[config.mk]
export PLATFORM = sky130hd
export DESIGN_NAME = mul_div_unit
export DESIGN_NICKNAME = d
export VERILOG_FILES = /design/src/rtl/mul_div_unit.sv
export SDC_FILE = /design/constraint.sdc
export NUM_CORES = 1
export LEC_CHECK = 0
export BUFFER_PORTS_ARGS = -buffer_cell sky130_fd_sc_hd__buf_2
export CELL_PAD_IN_SITES_DETAIL_PLACEMENT = 1
export CELL_PAD_IN_SITES_GLOBAL_PLACEMENT = 2
export CORE_ASPECT_RATIO = 0.7
export CORE_MARGIN = 2
export CORE_UTILIZATION = 38
export DETAILED_ROUTE_END_ITERATION = 8
export PLACE_DENSITY = 0.95
export SYNTH_ARGS = -nofsm -noshare
export SYNTH_HDL_FRONTEND = slang
export SYNTH_SLANG_ARGS = --single-unit
export TNS_END_PERCENT = 50
[constraint.sdc]
create_clock -name clk -period 8.8 [get_ports clk]
set_input_delay 0.88 -clock clk [delete_from_list [all_inputs] [get_ports clk]]
set_output_delay 0.88 -clock clk [all_outputs]
set_load 0.01 [all_outputs]
[src/rtl/mul_div_unit.sv]
// Iterative multiply/divide unit with architectural HI/LO registers.
// MULT*/DIV* take 33 busy cycles (32 shift steps + 1 sign fix-up); MTHI/MTLO are single-cycle.
module mul_div_unit #(
  parameter int unsigned WIDTH = 32
) (
  input  logic             clk,
  input  logic             reset,
  input  logic             start,
  input  logic [2:0]       op,
  input  logic [WIDTH-1:0] opa,
  input  logic [WIDTH-1:0] opb,
  output logic             busy,
  output logic             done,
  output logic [WIDTH-1:0] hi,
  output logic [WIDTH-1:0] lo
);

  localparam int unsigned W  = WIDTH;
  localparam int unsigned DW = 2 * WIDTH;
  localparam int unsigned CW = $clog2(WIDTH);

  localparam logic [2:0] OP_MULTU = 3'b000;
  localparam logic [2:0] OP_MULT  = 3'b001;
  localparam logic [2:0] OP_DIVU  = 3'b010;
  localparam logic [2:0] OP_DIV   = 3'b011;
  localparam logic [2:0] OP_MTHI  = 3'b100;
  localparam logic [2:0] OP_MTLO  = 3'b101;

  typedef enum logic [1:0] {
    S_IDLE = 2'd0,
    S_RUN  = 2'd1,
    S_FIX  = 2'd2
  } state_t;

  state_t        state_q, state_d;
  logic [CW-1:0] cnt_q, cnt_d;
  logic [DW-1:0] acc_q, acc_d;     // mult: {partial product, multiplier}; div: {remainder, quotient}
  logic [W-1:0]  opb_q, opb_d;     // multiplicand / divisor magnitude
  logic          is_div_q, is_div_d;
  logic          pneg_q, pneg_d;   // negate product or quotient
  logic          rneg_q, rneg_d;   // negate remainder
  logic          dz_q, dz_d;       // divide by zero
  logic [W-1:0]  hi_q, hi_d;
  logic [W-1:0]  lo_q, lo_d;
  logic          busy_q, busy_d;
  logic          done_q, done_d;

  logic          sgn;
  logic [W-1:0]  a_mag, b_mag;
  logic [W:0]    sum;
  logic [W:0]    rem_sh;
  logic          ge;
  logic [W-1:0]  quo_fix, rem_fix;

  // State and datapath registers with synchronous active-low reset
  always_ff @(posedge clk) begin
    if (!reset) begin
      state_q  <= S_IDLE;
      cnt_q    <= '0;
      acc_q    <= '0;
      opb_q    <= '0;
      is_div_q <= 1'b0;
      pneg_q   <= 1'b0;
      rneg_q   <= 1'b0;
      dz_q     <= 1'b0;
      hi_q     <= '0;
      lo_q     <= '0;
      busy_q   <= 1'b0;
      done_q   <= 1'b0;
    end else begin
      state_q  <= state_d;
      cnt_q    <= cnt_d;
      acc_q    <= acc_d;
      opb_q    <= opb_d;
      is_div_q <= is_div_d;
      pneg_q   <= pneg_d;
      rneg_q   <= rneg_d;
      dz_q     <= dz_d;
      hi_q     <= hi_d;
      lo_q     <= lo_d;
      busy_q   <= busy_d;
      done_q   <= done_d;
    end
  end

  // Next-state, iteration step and sign fix-up
  always_comb begin
    state_d  = state_q;
    cnt_d    = cnt_q;
    acc_d    = acc_q;
    opb_d    = opb_q;
    is_div_d = is_div_q;
    pneg_d   = pneg_q;
    rneg_d   = rneg_q;
    dz_d     = dz_q;
    hi_d     = hi_q;
    lo_d     = lo_q;
    busy_d   = busy_q;
    done_d   = 1'b0;

    sgn     = (op == OP_MULT) || (op == OP_DIV);
    a_mag   = (sgn && opa[W-1]) ? -opa : opa;
    b_mag   = (sgn && opb[W-1]) ? -opb : opb;
    sum     = {1'b0, acc_q[DW-1:W]} + {1'b0, opb_q};
    rem_sh  = {acc_q[DW-1:W], acc_q[W-1]};
    ge      = rem_sh >= {1'b0, opb_q};
    quo_fix = pneg_q ? -acc_q[W-1:0] : acc_q[W-1:0];
    rem_fix = rneg_q ? -acc_q[DW-1:W] : acc_q[DW-1:W];

    unique case (state_q)
      S_IDLE: begin
        if (start) begin
          case (op)
            OP_MTHI: hi_d = opa;
            OP_MTLO: lo_d = opa;
            OP_MULTU, OP_MULT, OP_DIVU, OP_DIV: begin
              acc_d    = {{W{1'b0}}, a_mag};
              opb_d    = b_mag;
              is_div_d = op[1];
              pneg_d   = sgn && (opa[W-1] ^ opb[W-1]);
              rneg_d   = sgn && opa[W-1];
              dz_d     = (opb == '0);
              cnt_d    = '0;
              state_d  = S_RUN;
              busy_d   = 1'b1;
            end
            default: ;
          endcase
        end
      end
      S_RUN: begin
        if (is_div_q) begin
          acc_d = {W'(ge ? rem_sh - {1'b0, opb_q} : rem_sh), acc_q[W-2:0], ge};
        end else if (acc_q[0]) begin
          acc_d = {sum, acc_q[W-1:1]};
        end else begin
          acc_d = {1'b0, acc_q[DW-1:1]};
        end
        cnt_d = cnt_q + CW'(1);
        if (cnt_q == CW'(W - 1)) begin
          state_d = S_FIX;
        end
      end
      S_FIX: begin
        // A zero divisor leaves remainder = |a|, so the remainder fix-up restores raw opa
        if (is_div_q) begin
          lo_d = dz_q ? '1 : quo_fix;
          hi_d = rem_fix;
        end else begin
          {hi_d, lo_d} = pneg_q ? -acc_q : acc_q;
        end
        state_d = S_IDLE;
        busy_d  = 1'b0;
        done_d  = 1'b1;
      end
      default: begin
        state_d = S_IDLE;
        busy_d  = 1'b0;
      end
    endcase
  end

  assign busy = busy_q;
  assign done = done_q;
  assign hi   = hi_q;
  assign lo   = lo_q;

endmodule

* Word-level counts from Yosys, hierarchy flattened
Index checks and enable logic that the tools add are counted.
** Storage, ports and cells
- Bits in registers :: 173
- Output and inout port bits :: 66
** Cells by class
- Add/sub/neg operators :: 8
- Order comparisons :: 1
- Equal/unequal tests :: 13
- Muxes and demuxes :: 31
- Bitwise gates (word level) :: 2
- Reductions and logical operators :: 16
** Operators with widths (number)
- two-way mux 32 bit :: 12
- two-way mux 64 bit :: 5
- negation 32 bit :: 4
- one-hot mux 32 bit (2 select lines) :: 2
- one-hot mux 64 bit (2 select lines) :: 1
- negation 64 bit :: 1
- adder 32 x 32 -> 33 bit :: 1
- greater-or-equal comparator 33 x 32 -> 1 bit :: 1
- logical NOT 32 bit :: 1
- subtractor 32 bit :: 1
- AND reduction 3 bit :: 6
- two-way mux 5 bit :: 2
- one-hot mux 5 bit (2 select lines) :: 1
- == test 3 x 2 -> 1 bit, second input constant :: 2
- == test 3 bit, second input constant :: 2
- two-way mux 2 bit :: 3
- inequality test 2 x 1 -> 1 bit, second input constant :: 3
- adder 5 x 1 -> 5 bit, second input constant :: 1
- == test 5 bit, second input constant :: 1
- inequality test 2 bit, second input constant :: 2
- one-hot mux 2 bit (2 select lines) :: 1
- nonzero test 2 bit :: 2
- OR reduction 4 bit :: 1
- == test 3 x 1 -> 1 bit, second input constant :: 1
- 10 further kinds :: 14

* Depth between registers and ports, before layout
Gate-level depths: netlist (run 1).
- Depth in word-level cells :: 7
- Depth in mapped cells :: 13
- Mapped depth without buffers :: 13

* Worst setup path after synthesis (run 1)
Ideal clock, no wire load.
- Path kind :: reg-to-reg
- From :: reg acc_q[43]
- To :: reg acc_q[32]
- Data arrival time :: 3.078 ns
- Data required time :: 8.684 ns
- Setup slack :: 5.606 ns
- Cell stages (with the launch flop) :: 13
- Path buffers :: 2
- Clock period less this slack :: 3.194 ns
- Path through :: dfxtp_1 ha_1 clkbuf_1 a21oi_1 o21ai_0 a221o_1 and3_1 nor3_1 a311oi_1 nor2_1 buf_2 nand2_1 a31o_2
** On the way
- Longest elaborated chain between the ends :: 4
** RTL lines
- start: declaration :: RTL line 37 : logic [DW-1:0] acc_q, acc_d;
- start signal: assignment :: RTL line 60 : acc_q <= '0;
- start signal: assignment :: RTL line 73 : acc_q <= acc_d;
- greater-or-equal comparator 33 x 32 -> 1 bit :: RTL line 106 : ge = rem_sh >= {1'b0, opb_q};
- two-way mux 32 bit :: RTL line 133 : acc_d = {W'(ge ? rem_sh - {1'b0, opb_q} : rem_sh), acc_q[W-2:0], ge};
- two-way mux 64 bit :: RTL line 132 : if (is_div_q) begin
- one-hot mux 64 bit (2 select lines) :: RTL line 110 : unique case (state_q)
Every way passes these cells.
A chain may end at the register's enable or synchronous reset.

* Worst setup path in the final report (run 1)
- From :: reg acc_q[43]
- To :: reg acc_q[63]
** On the way
- Longest elaborated chain between the ends :: 4
- Elaborated cells between the ends (all ways) :: 7
- Those cells by class :: add/sub (2); order compare (1); mux (4)
** RTL lines
- adder 32 x 32 -> 33 bit, or another cell as far along :: RTL line 104 : sum = {1'b0, acc_q[DW-1:W]} + {1'b0, opb_q};
- two-way mux 64 bit / two-way mux 32 bit (equally long branches) :: RTL line 134, 133
- two-way mux 64 bit * :: RTL line 132
- one-hot mux 64 bit (2 select lines) * :: RTL line 110
Mark *: on every way between the ends. The rest lies on a longest branch, timed or not.

==> key figures, run 1 <==
Detailed routing
  – Drt wl/cell: 24.8 µm
  – Remaining antenna violation count: 0
  – Vias/cell: 6.37
  – Post-Route WL: 60800 µm
  – Iter 0 DRT Violations: ~1700
  – Pre-antenna DRT Iters: 5
  – Via count: 15600
  – DRC: 0

Timing
  – Slew Limit Fails: 0
  – Minimum clock period: 5.12 ns
  – Max Clock Skew: roughly 0.012 ns
  – Final Hold Viols: 0
  – Fmax: approximately 0.2 GHz
  – Setup Viol. Count Final: 0
  – Setup TNS: 0 ns
  – Setup repair after global routing missed its margin: false
  – Final worst-path cycle share: about three fifths
  – Slew @ Worst Pin: 1.26 ns
  – Worst rel slew slack: about 16%

Setup path
  – R2R depth: 10
  – Max Fanout on Critical Path: 20
  – FF-to-FF setup slack: approximately 3.7 ns
  – Worst Path Arrival: 5.45 ns
  – Worst R2R End: acc_q[63]$_SDFFE_PN0P_
  – Crit. Startpoint: acc_q[43]$_SDFFE_PN0P_
  – CP required: 9.13 ns
  – Worst R2R Start: acc_q[43]$_SDFFE_PN0P_
  – Crit start category: register
  – End of the critical path: acc_q[63]$_SDFFE_PN0P_
  – Kind of critical path: reg -> reg
  – Endpoint class of the critical path: register

Final layout
  – Multi-input logic area: 10200 µm²
  – Filler cells: 4581
  – Share of cells above drive strength 1: 12.2%
  – Seq. cell area: 3470 µm²
  – Nets: 2088
  – Util after Layout: 43.0%
  – Synth-to-layout area growth: 11.0%
  – Number of diodes: 0

Logic synthesis
  – Primary FF master, synth: dfxtp_1
  – Post-synthesis mux area share: 7.71%
  – Adder-Cell Fraction of Synth Area: around 6.4%
  – Synth cell types: 78
  – Mapped Cells: around 1900
  – Synth cell count leaders: a21oi_1 (187), nor2_1 (175), dfxtp_1 (173)
  – Largest family of logic cells by synthesized area: compound AO/OA/AOI/OAI gates
  – Syn avg cell area: 7.56 µm²
  – Share of the synthesized area in the top cell type: roughly a quarter
  – Count leader, synth: a21oi_1
  – Synth area leader: dfxtp_1
  – Post-synthesis simple-gate area fraction: 18.5%
  – Async set-reset flop share out of synthesis: 0%
  – Seq/Total Area, Yosys: 24.0%
  – Synth Area in Compound Gates: ~28%
  – Synth area leaders: dfxtp_1 (24%), a21oi_1 (6.5%), mux2i_1 (6.4%), ha_1 (6.1%), xor2_1 (5.3%)
  – Synth warn: 0
  – Syn_nets: 2049
  – Yosys reg bits: 173
  – Post-synth EDFFs: 0
  – Post-synthesis xor/xnor area fraction: 9.90%
  – Mapped Area: 14400 µm²

Clock network
  – H-tree depth: 4
  – CTS Root Cell: clkbuf_16
  – Clk Latency, worst-skew pair: roughly 0.47 ns
  – Postcts setup bufs: 0
  – Sink Count: 173
  – Clock buffer depth: 2
  – Clock Pin Slew Worst Setup and Hold Paths: 0.08 ns
  – Cts hold-fix bufs: 0
  – TritonCTS buffer count: 17
  – TritonCTS clock tree: built
  – Number of gates resized after cts: 0

Floorplan
  – Starting Density: 38.7%
  – Die W: 237 µm
  – Die area: 39600 µm²
  – Die height: 167 µm
  – Ports: 136
  – Core area: 37300 µm²
  – Num rows: 59

Placement
  – Hpwl dp: 44900 µm
  – Port-buffer cells: 135
  – RD Place Congestion: just over 0.9

Global routing
  – Vias in the first global route: 15200
  – Total track usage: 30.2%
  – Initial antenna violation count: 0
  – Gr ovfl total: 0
  – First-pass GRT wire length: ~93000 µm
  – Largest net degree at the start of global routing: 68

Power
  – Pwr Density: 167 nW/µm²
  – Lkg Pwr: about 0.0064 µW
  – Worst vdd ir: ~0.16 mV

Worst hold path
  – Hold WC Path Type: reg -> reg

Outcome
  – Outcome: finished clean

Flow run
  – Maxcap violations: 0
stage by stage:
stage               cell area (µm²)  hold WS [ns]  instances  power, µW  worst slack [ns]
floorplan                     14400         0.432       1907       1520              5.61
global placement              15400         0.444       2415       1790              4.16
detailed placement            15400         0.455       2415       1820              3.88
CTS                           16000         0.466       2447       2640              3.83
global route                  16000         0.496       2447       2780              3.53
finish                        16000         0.460       2447       2670              3.68
where the power goes:
part / total (µW) / leakage [µW] / switching [µW] / internal, µW
Clock: 830 / 0.000293 / 389 / 440
Sequential: 922 / 0.00141 / 89.0 / 833
Combinational: 917 / 0.00470 / 593 / 324
final cells by class:
class | count | area share, %
Multi-Input combinational cell | 1528 | 63.9
Sequential cell | 173 | 21.6
Timing Repair Buffer | 158 | 5.30
Tap cell | 488 | 3.81
Clock buffer | 19 | 2.83
Inverter | 68 | 1.61
Clock inverter | 13 | 0.953
worst max-delay path, stage by stage (launching register included):
cell and delay, ns:
dfxtp_1 0.52, ha_1 0.39, a21oi_1 0.17, o21ai_0 0.20, a221o_1 0.42, and3_1 0.19, nor3_1 0.62, a311o_1 0.76
nand2_1 0.95, o32ai_1 0.62, o31ai_1 0.13
layer usage:
layer | vias up | GRT usage [%] | wire length (µm)
li1 | 7060 | - | -
met1 | 7738 | 44.8 | 28800
met2 | 695 | 42.3 | 24500
met3 | 85 | 7.36 | 6090
met4 | 0 | 9.33 | 1430
met5 | - | 0 | 0
cell usage in the layout (no fill, tap or decap), types with 16 or more instances in the layout:
master / n
and3_1: 16
o31ai_1: 28
inv_1: 66
nor4_1: 22
buf_2: 135
nor2_1: 173
a21o_1: 32
clkbuf_16: 17
or3_1: 22
xnor2_1: 75
xor2_1: 88
a21oi_1: 186
buf_4: 23
mux2i_1: 92
dfxtp_1: 171
a211oi_1: 91
nor2b_1: 20
ha_1: 70
a221oi_1: 21
mux2_2: 17
a31oi_1: 16
nand2_1: 159
o21ai_0: 119
nor3_1: 35
o211ai_1: 23
nand3_1: 34
cell families after synthesis:
| group | after synthesis |
|---|---|
| compound gates | 625 |
| fa+ha+maj | 72 |
| xor+xnor | 163 |
| simple gates | 559 |
| flops | 173 |
| mux | 109 |
| buf+inv | 206 |
state kept, by name, summed over array words and instances (netlist names):
signal    cells
acc_q        64
hi           32
lo           32
opb_q        32
cnt_q         5
state_q       2
busy          1
done          1
dz_q          1
is_div_q      1
pneg_q        1
rneg_q        1
how the worst min path moves through the flow:
| stage | start | end | slack (ns) | depth (start not counted) |
|---|---|---|---|---|
| 3_5_place_dp | lo[22]$_SDFFE_PN0P_ | lo[22]$_SDFFE_PN0P_ | 0.45 | 2 |
| 2_1_floorplan | dz_q$_SDFFE_PN0P_ | dz_q$_SDFFE_PN0P_ | 0.43 | 2 |
| 3_3_place_gp | lo[22]$_SDFFE_PN0P_ | lo[22]$_SDFFE_PN0P_ | 0.44 | 2 |
| 6_report | lo[22]$_SDFFE_PN0P_ | lo[22]$_SDFFE_PN0P_ | 0.46 | 2 |
| 5_1_grt | lo[24]$_SDFFE_PN0P_ | lo[24]$_SDFFE_PN0P_ | 0.50 | 2 |
| 4_1_cts | lo[22]$_SDFFE_PN0P_ | lo[22]$_SDFFE_PN0P_ | 0.47 | 2 |
Power figures use the tool's default switching activity.
==> inputs of run 2 (changes only) <==
--- a/config.mk
+++ b/config.mk
@@ -10,9 +10,9 @@
 export CELL_PAD_IN_SITES_GLOBAL_PLACEMENT = 2
 export CORE_ASPECT_RATIO = 0.7
 export CORE_MARGIN = 2
-export CORE_UTILIZATION = 38
+export CORE_UTILIZATION = 32
 export DETAILED_ROUTE_END_ITERATION = 8
-export PLACE_DENSITY = 0.95
+export PLACE_DENSITY = 0.87
 export SYNTH_ARGS = -nofsm -noshare
 export SYNTH_HDL_FRONTEND = slang
 export SYNTH_SLANG_ARGS = --single-unit
==> constraint.sdc (replaced) <==
create_clock -name clk -period 4.15 [get_ports clk]
set_input_delay 0.415 -clock clk [delete_from_list [all_inputs] [get_ports clk]]
set_output_delay 0.415 -clock clk [all_outputs]
set_load 0.01 [all_outputs]
==> run 2 against run 1 <==
Against the previous run:
- sequential share of layout area decreased by 0.63 points
- non-clock buffer count increased by 56
- highest routed layer is now met5
- design area increased by 3.0%
- first-iteration DRC count decreased by 5.8%
==> key figures, run 2 (synthesis results as in run 1) <==
Floorplan
  – Core area: 44700 µm²
  – Ports: 136
  – Starting Density: 32.2%
  – Num rows: 65
  – Die W: ~260 µm
  – Die area: around 47000 µm²
  – Die height: 182 µm

Setup path
  – Max Fanout on Critical Path: 8
  – Crit path depth: 11
  – Max incr delay on CP: between 0.5 and 0.6 ns
  – CP required: approximately 4.5 ns
  – Worst Path Arrival: roughly 4.3 ns
  – CP top delay family: simple AND/OR/NAND/NOR gates
  – Kind of critical path: reg -> reg
  – R2R depth: 11
  – WP buf/inv: 1
  – Endpoint class of the critical path: register
  – Cell breakdown of the critical path: ha_1, a21oi_1, o21ai_0, a221o_1, and3_1, nor3_2, a311oi_1, nor2_1, buf_4, nand2_1, a31o_2
  – Crit-path slowest cell: nor2_1
  – Crit start category: register

Timing
  – Max Clock Skew: 0.0105 ns
  – Fmax: 0.255 GHz
  – Setup TNS: 0 ns
  – Setup repair after global routing missed its margin: false
  – Final worst-path cycle share: 94.5%
  – Final Hold Viols: 0
  – Setup Viol. Count Final: 0
  – Slew @ Worst Pin: between 1 and 1.5 ns
  – Slew Limit Fails: 0
  – Final WS setup: between 0.2 and 0.25 ns
  – Minimum clock period: between 3 and 4 ns
  – Worst rel slew slack: 27.0%

Global routing
  – Initial antenna violation count: 1
  – Largest net degree at the start of global routing: 54
  – Gr busiest metal: met1
  – Vias in the first global route: about 15000
  – Grt met2 use: 36.3%
  – Total track usage: 25.8%
  – First-pass GRT wire length: 93800 µm
  – Met1 Use GR: about two fifths
  – Gr ovfl total: 0
  – Met3 usage: 6.71%

Final layout
  – Most common cell after layout, fill and taps aside: a21oi_1
  – Share of cells above drive strength 1: 14.5%
  – Max reg flops: 64
  – Synth-to-layout area growth: 14.3%
  – Number of diodes: 0
  – Most frequent cells in the layout: a21oi_1 (186), nor2_1 (173), dfxtp_1 (171)
  – Nets: 2144
  – Finished Layout Cells: 2616
  – Top reg by flops: acc_q

Detailed routing
  – Iter 0 DRT Violations: 1623
  – Vias/cell: approximately 6
  – DRC: 0
  – Via count: around 16000
  – Drt wl/cell: about 23 µm
  – Remaining antenna violation count: 0
  – Pre-antenna DRT Iters: 5
  – Post-Route WL: 61200 µm

Clock network
  – TritonCTS buffer count: 17
  – Sink Count: about 170
  – CTS Root Cell: clkbuf_16
  – Clk Latency, worst-skew pair: 0.46 ns
  – H-tree depth: 4
  – TritonCTS clock tree: built
  – Clock Pin Slew Worst Setup and Hold Paths: 0.07 ns
  – Clock buffer depth: 2
  – Cts hold-fix bufs: 0

Worst hold path
  – Hold Path Stages: 3
  – Hold WC Path Type: in -> reg

Placement
  – Port-buffer cells: around 140
  – DP Worst Slack: 0.127 ns
  – RD Place Congestion: 0.965
  – Hpwl dp: 46800 µm
  – Placed cell count: between 2000 and 3000

Power
  – Pwr Density: 333 nW/µm²
  – Worst vdd ir: 0.207 mV
  – Lkg Pwr: 0.00663 µW

Outcome
  – Outcome: finished clean

Flow run
  – Maxcap violations: 0
## run 2: stage by stage
stage | area [µm²] | total power, µW | hold WS (ns) | utilization, %
2_1_floorplan | 14400 | 3220 | 0.432 | -
3_3_place_gp | 16000 | 3890 | 0.446 | 35.7
3_5_place_dp | 16000 | 3940 | 0.447 | 35.7
4_1_cts | 16500 | 5470 | 0.213 | 36.9
5_1_grt | 16500 | 5780 | 0.247 | 36.9
6_report | 16500 | 5500 | 0.225 | 36.9
## run 2: path summary, 6_finish.rpt
path,startpoint,to,slack [ns]
hold / removal,op[1],is_div_q$_SDFFE_PN0P_,0.23
setup reg to reg,acc_q[41]$_SDFFE_PN0P_,acc_q[32]$_SDFFE_PN0P_,0.23
hold reg to reg,lo[22]$_SDFFE_PN0P_,lo[22]$_SDFFE_PN0P_,0.45
setup / recovery,acc_q[41]$_SDFFE_PN0P_,acc_q[32]$_SDFFE_PN0P_,0.23
## run 2: layout make-up
cell class,count,area (µm²)
inverters,68,258
well taps,603,754
multi-input cells,1528,10200
repair buffers,214,1280
flip-flops and latches,173,3470
clock inverters,10,70.1
fillers,5593,28200
clock buffers,20,437
## run 2: routing by layer
metal	part of all wire [%]	wire [µm]	up-vias
met4	2.0	1220	2
met1	48	29400	7670
met3	9.8	5960	73
met2	40	24500	643
met5	0.12	75	-
li1	-	-	7157
## run 2: timing repair
action	CTS	global route
gates resized for setup	0	1
setup endpoints to repair	0	9
buffers inserted	0	0
hold endpoints to repair	0	0
## run 2: worst register-to-register path, delay by kind of cell, from the launching register on
kind                       cells  cell delay [ns]
DFF                            1             0.56
buffers and inverters          1             0.29
AOI/OAI and AO/OA              5             1.27
and+or+nand+nor                4             1.34
adders and majority gates      1             0.37
## run 2: where the power goes
part | leakage (µW) | total, µW | switching (µW) | internal, µW
sequential | 0.00141 | 1930 | 162 | 1770
combinational | 0.00499 | 2040 | 1300 | 742
clock | 0.000234 | 1530 | 771 | 759
